==> src/rtl/uart_rx_mmio.sv <==
// Memory-mapped 8N1 UART receiver: serial line -> byte FIFO, read through
// a data register (pops) and a status register (clears sticky flags).
module uart_rx_mmio #(
    parameter int          CLKS_PER_BIT = 868,
    parameter int          FIFO_DEPTH   = 8,
    parameter logic [31:0] DATA_ADDR    = 32'hFFFF_FFF8,
    parameter logic [31:0] STAT_ADDR    = 32'hFFFF_FFF4
) (
    input  logic        clk,
    input  logic        rst,
    input  logic        rxd,
    input  logic [31:0] addr,
    input  logic        rEn,
    output logic        hit,
    output logic [31:0] rData,
    output logic        irq
);

    localparam int CW = $clog2(CLKS_PER_BIT);
    localparam int PW = $clog2(FIFO_DEPTH);
    localparam logic [CW-1:0] BIT_END  = CW'(CLKS_PER_BIT - 1);
    localparam logic [CW-1:0] HALF_END = CW'(CLKS_PER_BIT / 2 - 1);
    localparam logic [PW:0]   DEPTH_V  = (PW + 1)'(FIFO_DEPTH);
    localparam logic [PW:0]   HALF_V   = (PW + 1)'(FIFO_DEPTH / 2);

    typedef enum logic [2:0] {IDLE, START, DATA, STOP, BREAK} state_t;

    state_t        state, state_n;
    logic [CW-1:0] cnt, cnt_n;
    logic [2:0]    idx, idx_n;
    logic [7:0]    shift, shift_n;
    logic          push_req, frame_set;

    logic          rx_meta, rxs, rxs_prev, armed;
    logic [1:0]    warm;
    logic          fall;

    logic [7:0]    mem [FIFO_DEPTH];
    logic [PW:0]   wr_ptr, rd_ptr, occ;
    logic          empty, full, count_hi;
    logic          overrun, frame_err;
    logic          data_sel, stat_sel, pop, stat_rd, push_ok, ovr_set;
    logic [31:0]   status;

    // armed only once a genuinely sampled high has been seen, so a line held
    // low across reset release cannot fake a start edge from the reset value
    always_ff @(posedge clk or negedge rst) begin
        if (!rst) begin
            rx_meta  <= 1'b1;
            rxs      <= 1'b1;
            rxs_prev <= 1'b1;
            warm     <= '0;
            armed    <= 1'b0;
        end else begin
            rx_meta  <= rxd;
            rxs      <= rx_meta;
            rxs_prev <= rxs;
            warm     <= {warm[0], 1'b1};
            armed    <= armed | (warm[1] & rxs);
        end
    end

    assign fall = armed & rxs_prev & ~rxs;

    always_ff @(posedge clk or negedge rst) begin
        if (!rst) begin
            state <= IDLE;
            cnt   <= '0;
            idx   <= '0;
            shift <= '0;
        end else begin
            state <= state_n;
            cnt   <= cnt_n;
            idx   <= idx_n;
            shift <= shift_n;
        end
    end

    always_comb begin
        state_n   = state;
        cnt_n     = cnt;
        idx_n     = idx;
        shift_n   = shift;
        push_req  = 1'b0;
        frame_set = 1'b0;
        case (state)
            IDLE: begin
                if (fall) begin
                    state_n = START;
                    cnt_n   = '0;
                end
            end
            START: begin
                if (cnt == HALF_END) begin
                    cnt_n   = '0;
                    idx_n   = '0;
                    state_n = rxs ? IDLE : DATA;
                end else begin
                    cnt_n = cnt + 1'b1;
                end
            end
            DATA: begin
                if (cnt == BIT_END) begin
                    cnt_n   = '0;
                    shift_n = {rxs, shift[7:1]};
                    idx_n   = idx + 1'b1;
                    if (idx == 3'd7) state_n = STOP;
                end else begin
                    cnt_n = cnt + 1'b1;
                end
            end
            STOP: begin
                if (cnt == BIT_END) begin
                    cnt_n = '0;
                    if (rxs) begin
                        push_req = 1'b1;
                        state_n  = IDLE;
                    end else begin
                        frame_set = 1'b1;
                        state_n   = BREAK;
                    end
                end else begin
                    cnt_n = cnt + 1'b1;
                end
            end
            BREAK: begin
                if (rxs) state_n = IDLE;
            end
            default: state_n = IDLE;
        endcase
    end

    assign data_sel = (addr == DATA_ADDR);
    assign stat_sel = (addr == STAT_ADDR);
    assign hit      = data_sel | stat_sel;

    assign occ      = wr_ptr - rd_ptr;
    assign empty    = (occ == '0);
    assign full     = (occ == DEPTH_V);
    assign count_hi = (occ >= HALF_V);

    assign pop     = rEn & data_sel & ~empty;
    assign stat_rd = rEn & stat_sel;
    // a pop in the same cycle frees the slot, so a push at full still lands
    assign push_ok = push_req & (~full | pop);
    assign ovr_set = push_req & full & ~pop;

    assign status = {26'b0, count_hi, frame_err, overrun, full, ~empty, 1'b0};

    always_ff @(posedge clk) begin
        if (push_ok) mem[wr_ptr[PW-1:0]] <= shift;
    end

    always_ff @(posedge clk or negedge rst) begin
        if (!rst) begin
            wr_ptr    <= '0;
            rd_ptr    <= '0;
            overrun   <= 1'b0;
            frame_err <= 1'b0;
            rData     <= '0;
            irq       <= 1'b0;
        end else begin
            if (push_ok) wr_ptr <= wr_ptr + 1'b1;
            if (pop)     rd_ptr <= rd_ptr + 1'b1;
            overrun   <= (overrun   & ~stat_rd) | ovr_set;
            frame_err <= (frame_err & ~stat_rd) | frame_set;
            if (rEn && hit) begin
                if (data_sel)
                    rData <= empty ? '0 : {24'b0, mem[rd_ptr[PW-1:0]]};
                else
                    rData <= status;
            end
            irq <= ~empty;
        end
    end

endmodule
==> config.mk <==
export PLATFORM = sky130hd
export DESIGN_NAME = uart_rx_mmio
export DESIGN_NICKNAME = d
export VERILOG_FILES = /design/src/rtl/uart_rx_mmio.sv
export SDC_FILE = /design/constraint.sdc
export NUM_CORES = 1
export LEC_CHECK = 0
export ABC_AREA = 1
export CELL_PAD_IN_SITES_DETAIL_PLACEMENT = 1
export CELL_PAD_IN_SITES_GLOBAL_PLACEMENT = 2
export CORE_UTILIZATION = 40
export CTS_BUF_LIST = sky130_fd_sc_hd__clkbuf_4 sky130_fd_sc_hd__clkbuf_8
export DETAILED_ROUTE_END_ITERATION = 12
export DONT_BUFFER_PORTS = 1
export GPL_ROUTABILITY_DRIVEN = 0
export PLACE_DENSITY_LB_ADDON = 0.1
export SLEW_MARGIN = 0
export SYNTH_ARGS = -nofsm -noshare
export SYNTH_HDL_FRONTEND = slang
export SYNTH_SLANG_ARGS = --single-unit
==> constraint.sdc <==
create_clock -name clk -period 4.7 [get_ports clk]
set_input_delay 0.705 -clock clk [delete_from_list [all_inputs] [get_ports clk]]
set_output_delay 0.705 -clock clk [all_outputs]
set_load 0.05 [all_outputs]
==> run summary, run 1 <==
CP most frequent cell: nand2_2
mean area per synthesized cell: 8.85 sq um
crit end category: flop
routed vias/inst: 4.91
layout cells sized above 1: 0.111
TritonRoute pass-1 iters: 5
area occupied by multi-input gates: 2100 sq um
per-cell routed wire length: 16.4 microns
maximum clock rate: 299 MHz
Register Area: 3150 sq um
# rows: 43
total grt overflow: 0
Power Dens Cells: 361 nW/um^2
post-CTS resize count: 0
final hold vios: 0
final core occ: 0.443
leading area contributor after synthesis: edfxtp_1
num ports: 70
DP HPWL: 9.96 mm
first-pass GRT wire length: 22.4 mm
Die Footprint: 14600 sq um
Fin Setup TNS: 0 ns
Required @ worst endpoint: 4.77 ns
slowest stage delay, CP: 0.82 ns
H-tree depth: 4
gr usage total: 0.207
#FFs+latches synth: 113
critical-path cell list: clkinv_1, ha_1, or2_1, nand2_1, nand2_1, nand2_2, nor2_2, nand2_2, nand2_2, nor3_1
final setup skew: 0.0101 ns
logic gate share of total power: 0.109
clk sink count: 113
internal power: 1.59 mW
antenna-violating nets left: 0
die width: 121 microns
largest net degree at the start of global routing: 47
Post-CTS Setup Inserts: 0
clock root buffer: clkbuf_8
sequential area share after synthesis: 0.558
most frequent cells in the layout: nand2_1, nand3_1, edfxtp_1, nor2_1, dfrtp_1
switching power total: 621 uW
Nets: 690
final setup violation count: 0
Num CTS Buffers: 17
area delta synth->final: 8.46%
worst rel slew slack: 0.298
Slew Limit Fails: 0
clock power share: 0.398
clk buf depth: 2
leakage power: 2.75 nW
crit share post-route: 0.711
status: complete, no violations
Design Power: 2.21 mW
diode count: 0
total wire length: 13.7 mm
MaxCap Viol Count: 0
DRT iter0 DRCs: 229
Initial Util: 0.408
largest cells by area after synthesis: edfxtp_1, dfrtp_1, nand2_1
WP data arrival: 3.41 ns
Period minus WS final: 3.34 ns
worst hold slack: 0.100 ns
Worst setup SP type: flop
fillers: 1616
initial antenna violation count: 0
most common cell after layout, fill and taps aside: nand2_1
crit path kind: flop to flop
YS warnings: 0
Post-Syn Area: 5650 sq um
CTS tree: built
Worst Hold Class: primary input to asynchronous set/reset pin
Clock transition at path regs: 0.07 ns
share of power burned in registers: 0.493
post-synth top area share: 0.340
maximum vdd drop: 0.000227 V
Die H: 121 microns
Worst Path Max Fanout: 12
CP max-delay cell: nor3_1
DRC Markers: 0
RSZ-0062 raised after global routing: false
Switching Fraction: 0.280
worst-skew pair later-pin latency: 0.45 ns
vias: 4118
measured slew at the worst slew-check pin: 1.04 ns
vias in the first global route: 4338
PortBufs: 0
Core ar.: 13800 sq um
post-synthesis instance total: 638
Unique masters post-synth: 36
==> routing by layer <==
metal  track usage  wire length [microns]
met1         0.265                   6460
met2         0.334                   6570
met3        0.0519                    450
met4        0.0818                    233
met5             0                      0
==> logic make-up after synthesis <==
kind of cell | after synthesis | share of synthesized area
compound gates | 39 | 0.0383
xor+xnor | 5 | 0.00776
fa+ha+maj | 9 | 0.0199
buf+inv | 92 | 0.0844
flops | 113 | 0.558
other cells | 2 | 0.00133
simple gates | 378 | 0.290
==> worst paths after layout <==
| path | start | endpoint | slack [ns] | cells past startpoint |
|---|---|---|---|---|
| setup / recovery | rd_ptr[2] | mem[5][5] | 1.36 | 10 |
| hold / removal | rst | rx_meta | 0.10 | 0 |
| setup reg to reg | rd_ptr[2] | mem[5][5] | 1.36 | 10 |
| hold reg to reg | warm[0] | warm[1] | 0.36 | 0 |
| max in group asynchronous | rst | shift[0] | 4.36 | 1 |
| min in group clk | rxd | rx_meta | 0.26 | 0 |
==> critical path: cells and delay by family, from the launching register on <==
family | cells | cell delay, ns
fa+ha+maj | 1 | 0.43
buf+inv | 1 | 0.37
simple gates | 8 | 1.57
flops | 1 | 0.58
==> cell type report <==
type | instances | area share
Sequential cell | 113 | 0.515
Multi-Input combinational cell | 456 | 0.344
Clock buffer | 21 | 0.0462
Tap cell | 180 | 0.0368
Inverter | 54 | 0.0343
Clock inverter | 11 | 0.0176
Timing Repair Buffer | 3 | 0.00695
==> per-stage QoR <==
| step | setup WS (ns) | cells | area (sq um) |
|---|---|---|---|
| after global placement | 1.58 | 805 | 5710 |
| final | 1.36 | 838 | 6120 |
| after detailed placement | 1.37 | 805 | 5710 |
| after floorplan | 1.73 | 661 | 5730 |
| after global routing | 1.14 | 838 | 6120 |
| after CTS | 1.35 | 838 | 6120 |
==> sequential cells by signal, indices dropped and copies added (netlist names) <==
register and cells:
mem 64, cnt 10, rData 8, shift 8, rd_ptr 4, wr_ptr 4
idx 3, state 3, warm 2, armed 1, frame_err 1, irq 1
overrun 1, rx_meta 1, rxs 1, rxs_prev 1
==> synth_stat cells <==
cell / n
buf_2: 6
nand3_1: 64
edfxtp_1: 64
nor3_4: 2
inv_1: 45
o31ai_1: 1
or2_1: 1
nor2_4: 1
nor3_2: 2
dfrtp_1: 46
nand2_2: 8
a21oi_2: 1
ha_1: 9
a31oi_1: 1
buf_4: 31
dfstp_2: 3
nor2_2: 5
nand2_1: 217
nor2_1: 61
inv_2: 5
clkbuf_1: 1
inv_4: 3
o22ai_1: 2
nor3_1: 3
o21ai_0: 12
nand2_4: 1
xnor2_1: 2
clkinv_1: 1
nand3_2: 4
conb_1: 2
a21oi_1: 13
xor2_1: 3
nand4_1: 6
or2_0: 3
o21ai_1: 6
o21ai_2: 3
==> power groups by stage <==
stage,clock (mW),combinational (mW),sequential (mW)
6_report,0.880,0.242,1.09
5_1_grt,0.948,0.276,1.10
4_1_cts,0.910,0.246,1.09
3_5_place_dp,0,0.235,1.11
3_3_place_gp,0,0.227,1.11
2_1_floorplan,0,0.212,1.10
==> what timing repair did <==
| action | in CTS | in global routing |
|---|---|---|
| hold endpoints to repair | 46 | 0 |
| hold buffers | 1 | 0 |
| setup endpoints to repair | 0 | 0 |
Note: power is estimated with default switching activity, not from simulation.
==> run 2: changes to the inputs <==
==> constraint.sdc (replaced) <==
create_clock -name clk -period 3.3 [get_ports clk]
set_input_delay 0.495 -clock clk [delete_from_list [all_inputs] [get_ports clk]]
set_output_delay 0.495 -clock clk [all_outputs]
set_load 0.05 [all_outputs]
==> run summary, run 2 (synthesis gave the netlist of run 1 again) <==
hold depth: 0
H-tree depth: 4 (unchanged)
# rows: 43 (unchanged)
clock root buffer: clkbuf_8 (unchanged)
TritonRoute pass-1 iters: 4 (was 5)
routed vias/inst: 4.88 (was 4.91)
worst-skew pair later-pin latency: 0.45 ns (about the same)
measured slew at the worst slew-check pin: 0.569 ns (was 1.04 ns)
final instance area: 6210 sq um (was 6120 sq um)
clk buf depth: 2 (unchanged)
Die H: 121 microns (unchanged)
Worst Path Max Fanout: 12 (unchanged)
RSZ-0062 raised after global routing: false (unchanged)
die width: 121 microns (unchanged)
area post-placement: 5770 sq um (was 5710 sq um)
diode count: 0 (unchanged)
CTS tree: built (unchanged)
crit end category: flop (unchanged)
Hold Path Sink: rx_meta
most common cell after layout, fill and taps aside: nand2_1 (unchanged)
Num CTS Buffers: 17 (unchanged)
final hold vios: 0 (unchanged)
Core ar.: 13800 sq um (unchanged)
slowest stage delay, CP: 0.58 ns (was 0.82 ns)
final core occ: 0.449 (was 0.443)
maximum clock rate: 361 MHz (was 299 MHz)
num ports: 70 (unchanged)
WP data arrival: 2.93 ns (was 3.41 ns)
first-pass GRT wire length: 22.4 mm (about the same)
maximum vdd drop: 0.000295 V (was 0.000227 V)
leakage power: 2.80 nW (was 2.75 nW)
DP HPWL: 9.88 mm (was 9.96 mm)
Required @ worst endpoint: 3.46 ns (was 4.77 ns)
status: complete, no violations (unchanged)
Worst setup SP type: flop (unchanged)
total grt overflow: 0 (unchanged)
post-CTS resize count: 0 (unchanged)
hold_sp: rxd
Worst R2R End: mem[4][1] (was mem[5][5])
crit share post-route: 0.839 (was 0.711)
vias: 4142 (was 4118)
worst reg2reg path depth: 11 (was 10)
Fin Setup TNS: 0 ns (unchanged)
FF-to-FF Start: rd_ptr[2] (unchanged)
per-cell routed wire length: 16.1 microns (was 16.4 microns)
critical-path cell list: clkinv_1, ha_1, or2_1, nand2_1, nand2_1, nand2_2, nor2_2, nand2_2, nand3_2, nor2_1, buf_4 (was clkinv_1, ha_1, or2_1, nand2_1, nand2_1, nand2_2, nor2_2, nand2_2, nand2_2, nor3_1)
worst rel slew slack: 0.620 (was 0.298)
total wire length: 13.7 mm (about the same)
DRT iter0 DRCs: 228 (was 229)
Initial Util: 0.408 (unchanged)
PortBufs: 0 (unchanged)
initial antenna violation count: 0 (unchanged)
DRC Markers: 0 (unchanged)
MaxCap Viol Count: 0 (unchanged)
largest net degree at the start of global routing: 50 (was 47)
vias in the first global route: 4352 (was 4338)
gr usage total: 0.208 (was 0.207)
Nets: 700 (was 690)
antenna-violating nets left: 0 (unchanged)
R2R setup slack: 0.53 ns (was 1.36 ns)
final setup skew: 0.0135 ns (was 0.0101 ns)
layout cells sized above 1: 0.123 (was 0.111)
area delta synth->final: 9.99% (was 8.46%)
final setup violation count: 0 (unchanged)
clk sink count: 113 (unchanged)
Period minus WS final: 2.77 ns (was 3.34 ns)
Die Footprint: 14600 sq um (unchanged)
Slew Limit Fails: 0 (unchanged)
Clock transition at path regs: 0.07 ns (about the same)
max FFs per register: 64 (unchanged)
most frequent cells in the layout: nand2_1, nand3_1, edfxtp_1, nor2_1, dfrtp_1 (unchanged)
Power Dens Cells: 515 nW/um^2 (was 361 nW/um^2)
crit path kind: flop to flop (unchanged)
CP max-delay cell: dfrtp_1 (was nor3_1)
Worst Hold Class: primary input to flop (was primary input to asynchronous set/reset pin)
[run 2: worst max-delay path by stage]
stage | startpoint | endpoint | slack [ns]
3_3_place_gp | rd_ptr[2] | mem[2][2] | 0.60
2_1_floorplan | rd_ptr[1] | mem[1][0] | 0.70
4_1_cts | rd_ptr[2] | mem[4][2] | 0.52
6_report | rd_ptr[2] | mem[4][1] | 0.53
5_1_grt | rd_ptr[2] | mem[4][0] | 0.35
3_5_place_dp | rd_ptr[2] | mem[4][6] | 0.54
[run 2: layout make-up]
| type | instances | area [sq um] |
|---|---|---|
| clock buffer | 18 | 241 |
| clock inverter | 14 | 158 |
| fill | 1614 | 7620 |
| inverter | 54 | 210 |
| multi-input combinational | 456 | 2100 |
| sequential | 113 | 3150 |
| tap | 180 | 225 |
| timing repair buffer | 13 | 120 |
[run 2: report_power, final]
part / internal (mW) / total, mW / switching [mW]
Combinational: 0.0869 / 0.345 / 0.258
Clock: 0.686 / 1.30 / 0.613
Sequential: 1.52 / 1.55 / 0.0390
[run 2: layer usage]
layer,global-route usage,share of wire,up-vias
met3,0.0524,0.046,17
met2,0.338,0.48,83
met4,0.0702,0.014,0
met1,0.270,0.46,1986
li1,-,-,2056
met5,0,0,-
[run 2: critical path, delay by kind of cell (launching register included)]
| kind | cells | cell delay [ns] |
|---|---|---|
| adders and majority gates | 1 | 0.41 |
| DFF | 1 | 0.58 |
| buffers and inverters | 2 | 0.52 |
| and+or+nand+nor | 8 | 0.95 |
[run 2: per-stage QoR]
step	power [mW]	cells	hold WS [ns]	setup WS (ns)
3_5_place_dp	1.91	814	0.203	0.538
4_1_cts	3.24	848	0.0129	0.520
2_1_floorplan	1.87	661	0.199	0.698
3_3_place_gp	1.90	814	0.203	0.596
5_1_grt	3.35	848	0.00654	0.349
6_report	3.20	848	0.0427	0.532
[run 2: repair_timing]
| action | CTS | global route |
|---|---|---|
| hold buffers | 2 | 0 |
| buffers inserted | 0 | 0 |
| hold endpoints to repair | 49 | 0 |
==> run 3: changes to the inputs <==
--- a/config.mk
+++ b/config.mk
@@ -8,7 +8,7 @@
 export ABC_AREA = 1
 export CELL_PAD_IN_SITES_DETAIL_PLACEMENT = 1
 export CELL_PAD_IN_SITES_GLOBAL_PLACEMENT = 2
-export CORE_UTILIZATION = 40
+export CORE_UTILIZATION = 36
 export CTS_BUF_LIST = sky130_fd_sc_hd__clkbuf_4 sky130_fd_sc_hd__clkbuf_8
 export DETAILED_ROUTE_END_ITERATION = 12
 export DONT_BUFFER_PORTS = 1
==> constraint.sdc (replaced) <==
create_clock -name clk -period 2.41 [get_ports clk]
set_input_delay 0.3615 -clock clk [delete_from_list [all_inputs] [get_ports clk]]
set_output_delay 0.3615 -clock clk [all_outputs]
set_load 0.05 [all_outputs]
==> run summary, run 3 (synthesis gave the netlist of run 1 again) <==
worst-skew pair later-pin latency: 0.44 ns (was 0.45 ns)
dpl cells: 854 (was 814)
Required @ worst endpoint: 2.56 ns (was 3.46 ns)
max FFs per register: 64 (unchanged)
WP data arrival: 2.40 ns (was 2.93 ns)
maximum clock rate: 445 MHz (was 361 MHz)
TritonRoute pass-1 iters: 4 (unchanged)
final setup violation count: 0 (unchanged)
Clock transition at path regs: 0.07 ns (about the same)
Slew Limit Fails: 0 (unchanged)
MaxCap Viol Count: 0 (unchanged)
Worst setup SP type: flop (unchanged)
worst slack, placed: 0.107 ns (was 0.538 ns)
Cell Count, Final, Fillers Out: 888 (was 848)
per-cell routed wire length: 15.8 microns (was 16.1 microns)
gr usage total: 0.187 (was 0.208)
num ports: 70 (unchanged)
most frequent cells in the layout: nand2_1, nand3_1, edfxtp_1, nor2_1 (was nand2_1, nand3_1, edfxtp_1, nor2_1, dfrtp_1)
Die Footprint: 16200 sq um (was 14600 sq um)
vias in the first global route: 4235 (was 4352)
DRC Markers: 0 (unchanged)
H-tree depth: 4 (unchanged)
most common cell after layout, fill and taps aside: nand2_1 (unchanged)
first-pass GRT wire length: 22.7 mm (was 22.4 mm)
Core ar.: 15300 sq um (was 13800 sq um)
Power Dens Cells: 680 nW/um^2 (was 515 nW/um^2)
diode count: 0 (unchanged)
crit path kind: flop to flop (unchanged)
Post-CTS Setup Inserts: 0 (unchanged)
largest net degree at the start of global routing: 50 (unchanged)
final hold vios: 0 (unchanged)
clk sink count: 113 (unchanged)
Initial Util: 0.370 (was 0.408)
Nets: 710 (was 700)
maximum vdd drop: 0.000440 V (was 0.000295 V)
clk buf depth: 2 (unchanged)
Die H: 127 microns (was 121 microns)
Worst Hold Class: primary input to flop (unchanged)
DP HPWL: 10.3 mm (was 9.88 mm)
area delta synth->final: 11.5% (was 9.99%)
# rows: 45 (was 43)
initial antenna violation count: 0 (unchanged)
routed vias/inst: 4.73 (was 4.88)
Fin Setup TNS: 0 ns (unchanged)
measured slew at the worst slew-check pin: 0.562 ns (was 0.569 ns)
Period minus WS final: 2.25 ns (was 2.77 ns)
leakage power: 2.85 nW (was 2.80 nW)
final core occ: 0.412 (was 0.449)
Setup WS post-layout: 0.160 ns (was 0.532 ns)
antenna-violating nets left: 0 (unchanged)
Num CTS Buffers: 17 (unchanged)
crit end category: flop (unchanged)
RSZ-0062 raised after global routing: false (unchanged)
crit share post-route: 0.933 (was 0.839)
clock root buffer: clkbuf_8 (unchanged)
die width: 127 microns (was 121 microns)
total wire length: 14.1 mm (was 13.7 mm)
status: complete, no violations (unchanged)
CTS tree: built (unchanged)
worst rel slew slack: 0.625 (was 0.620)
total grt overflow: 0 (unchanged)
DRT iter0 DRCs: 257 (was 228)
Worst Path Max Fanout: 8 (was 12)
final setup skew: 0.0103 ns (was 0.0135 ns)
layout cells sized above 1: 0.130 (was 0.123)
PortBufs: 0 (unchanged)
vias: 4204 (was 4142)
Design Power: 4.28 mW (was 3.20 mW)
run 3: changes by cell type in the layout (fill, tap and decap cells not counted):
cell | before | now
dlygate4sd3_1 | 1 | 2
inv_2 | 5 | 6
clkinv_1 | 1 | 6
dfrtp_1 | 46 | 44
dfrtp_2 | 0 | 2
buf_4 | 11 | 20
clkinv_2 | 0 | 2
inv_6 | 3 | 0
clkinvlp_4 | 6 | 2
clkinv_4 | 3 | 2
inv_1 | 45 | 44
run 3: power breakdown:
| group | switching (mW) | total (mW) | leakage (nW) | internal [mW] |
|---|---|---|---|---|
| Clock | 0.774 | 1.68 | 0.179 | 0.902 |
| Combinational | 0.354 | 0.474 | 1.27 | 0.120 |
| Sequential | 0.0534 | 2.13 | 1.39 | 2.08 |
run 3: path summary, 6_finish.rpt:
kind	start	endpoint	slack (ns)	cells past startpoint
min in group asynchronous	rst	warm[0]	0.45	2
hold / removal	rEn	rData[7]	0.13	2
setup / recovery	wr_ptr[2]	mem[6][5]	0.16	10
max in group asynchronous	rst	rx_meta	1.69	2
hold reg to reg	warm[0]	warm[1]	0.36	0
setup reg to reg	wr_ptr[2]	mem[6][5]	0.16	10
run 3: per-stage QoR:
stage	instance area [sq um]	hold slack (ns)
6_report	6290	0.131
5_1_grt	6290	0.133
4_1_cts	6290	0.124
3_5_place_dp	5880	0.0686
3_3_place_gp	5880	0.0688
2_1_floorplan	5730	0.0659
run 3: what timing repair did:
item                                    4_1_cts  5_1_grt
gates resized for setup                       0        3
hold endpoints to repair                     50        0
endpoints found under the setup margin        0       16
hold buffers                                  3        0
run 3: per-layer routing:
layer  share of wire  GRT usage  up-vias
li1                -          -     2074
met1            0.46      0.246     2009
met2            0.48      0.307      102
met3           0.045     0.0381       19
met4           0.017     0.0679        0
met5               0          0        -
run 3: layout make-up:
cell class | instances | area, sq um
Tap cell | 211 | 264
Inverter | 54 | 210
Multi-Input combinational cell | 456 | 2100
Clock buffer | 18 | 241
Clock inverter | 13 | 121
Timing Repair Buffer | 23 | 198
Sequential cell | 113 | 3150
Fill cell | 1818 | 8960
run 3: worst max-delay path, cell delays in order (launching register included):
cell and delay, ns:
dfrtp_2 0.45, ha_1 0.36, or2_1 0.24, nand2_1 0.07, nand2_1 0.06, nand2_2 0.09
nor2_2 0.05, nand2_2 0.13, nand3_2 0.16, nor2_1 0.16, buf_4 0.19
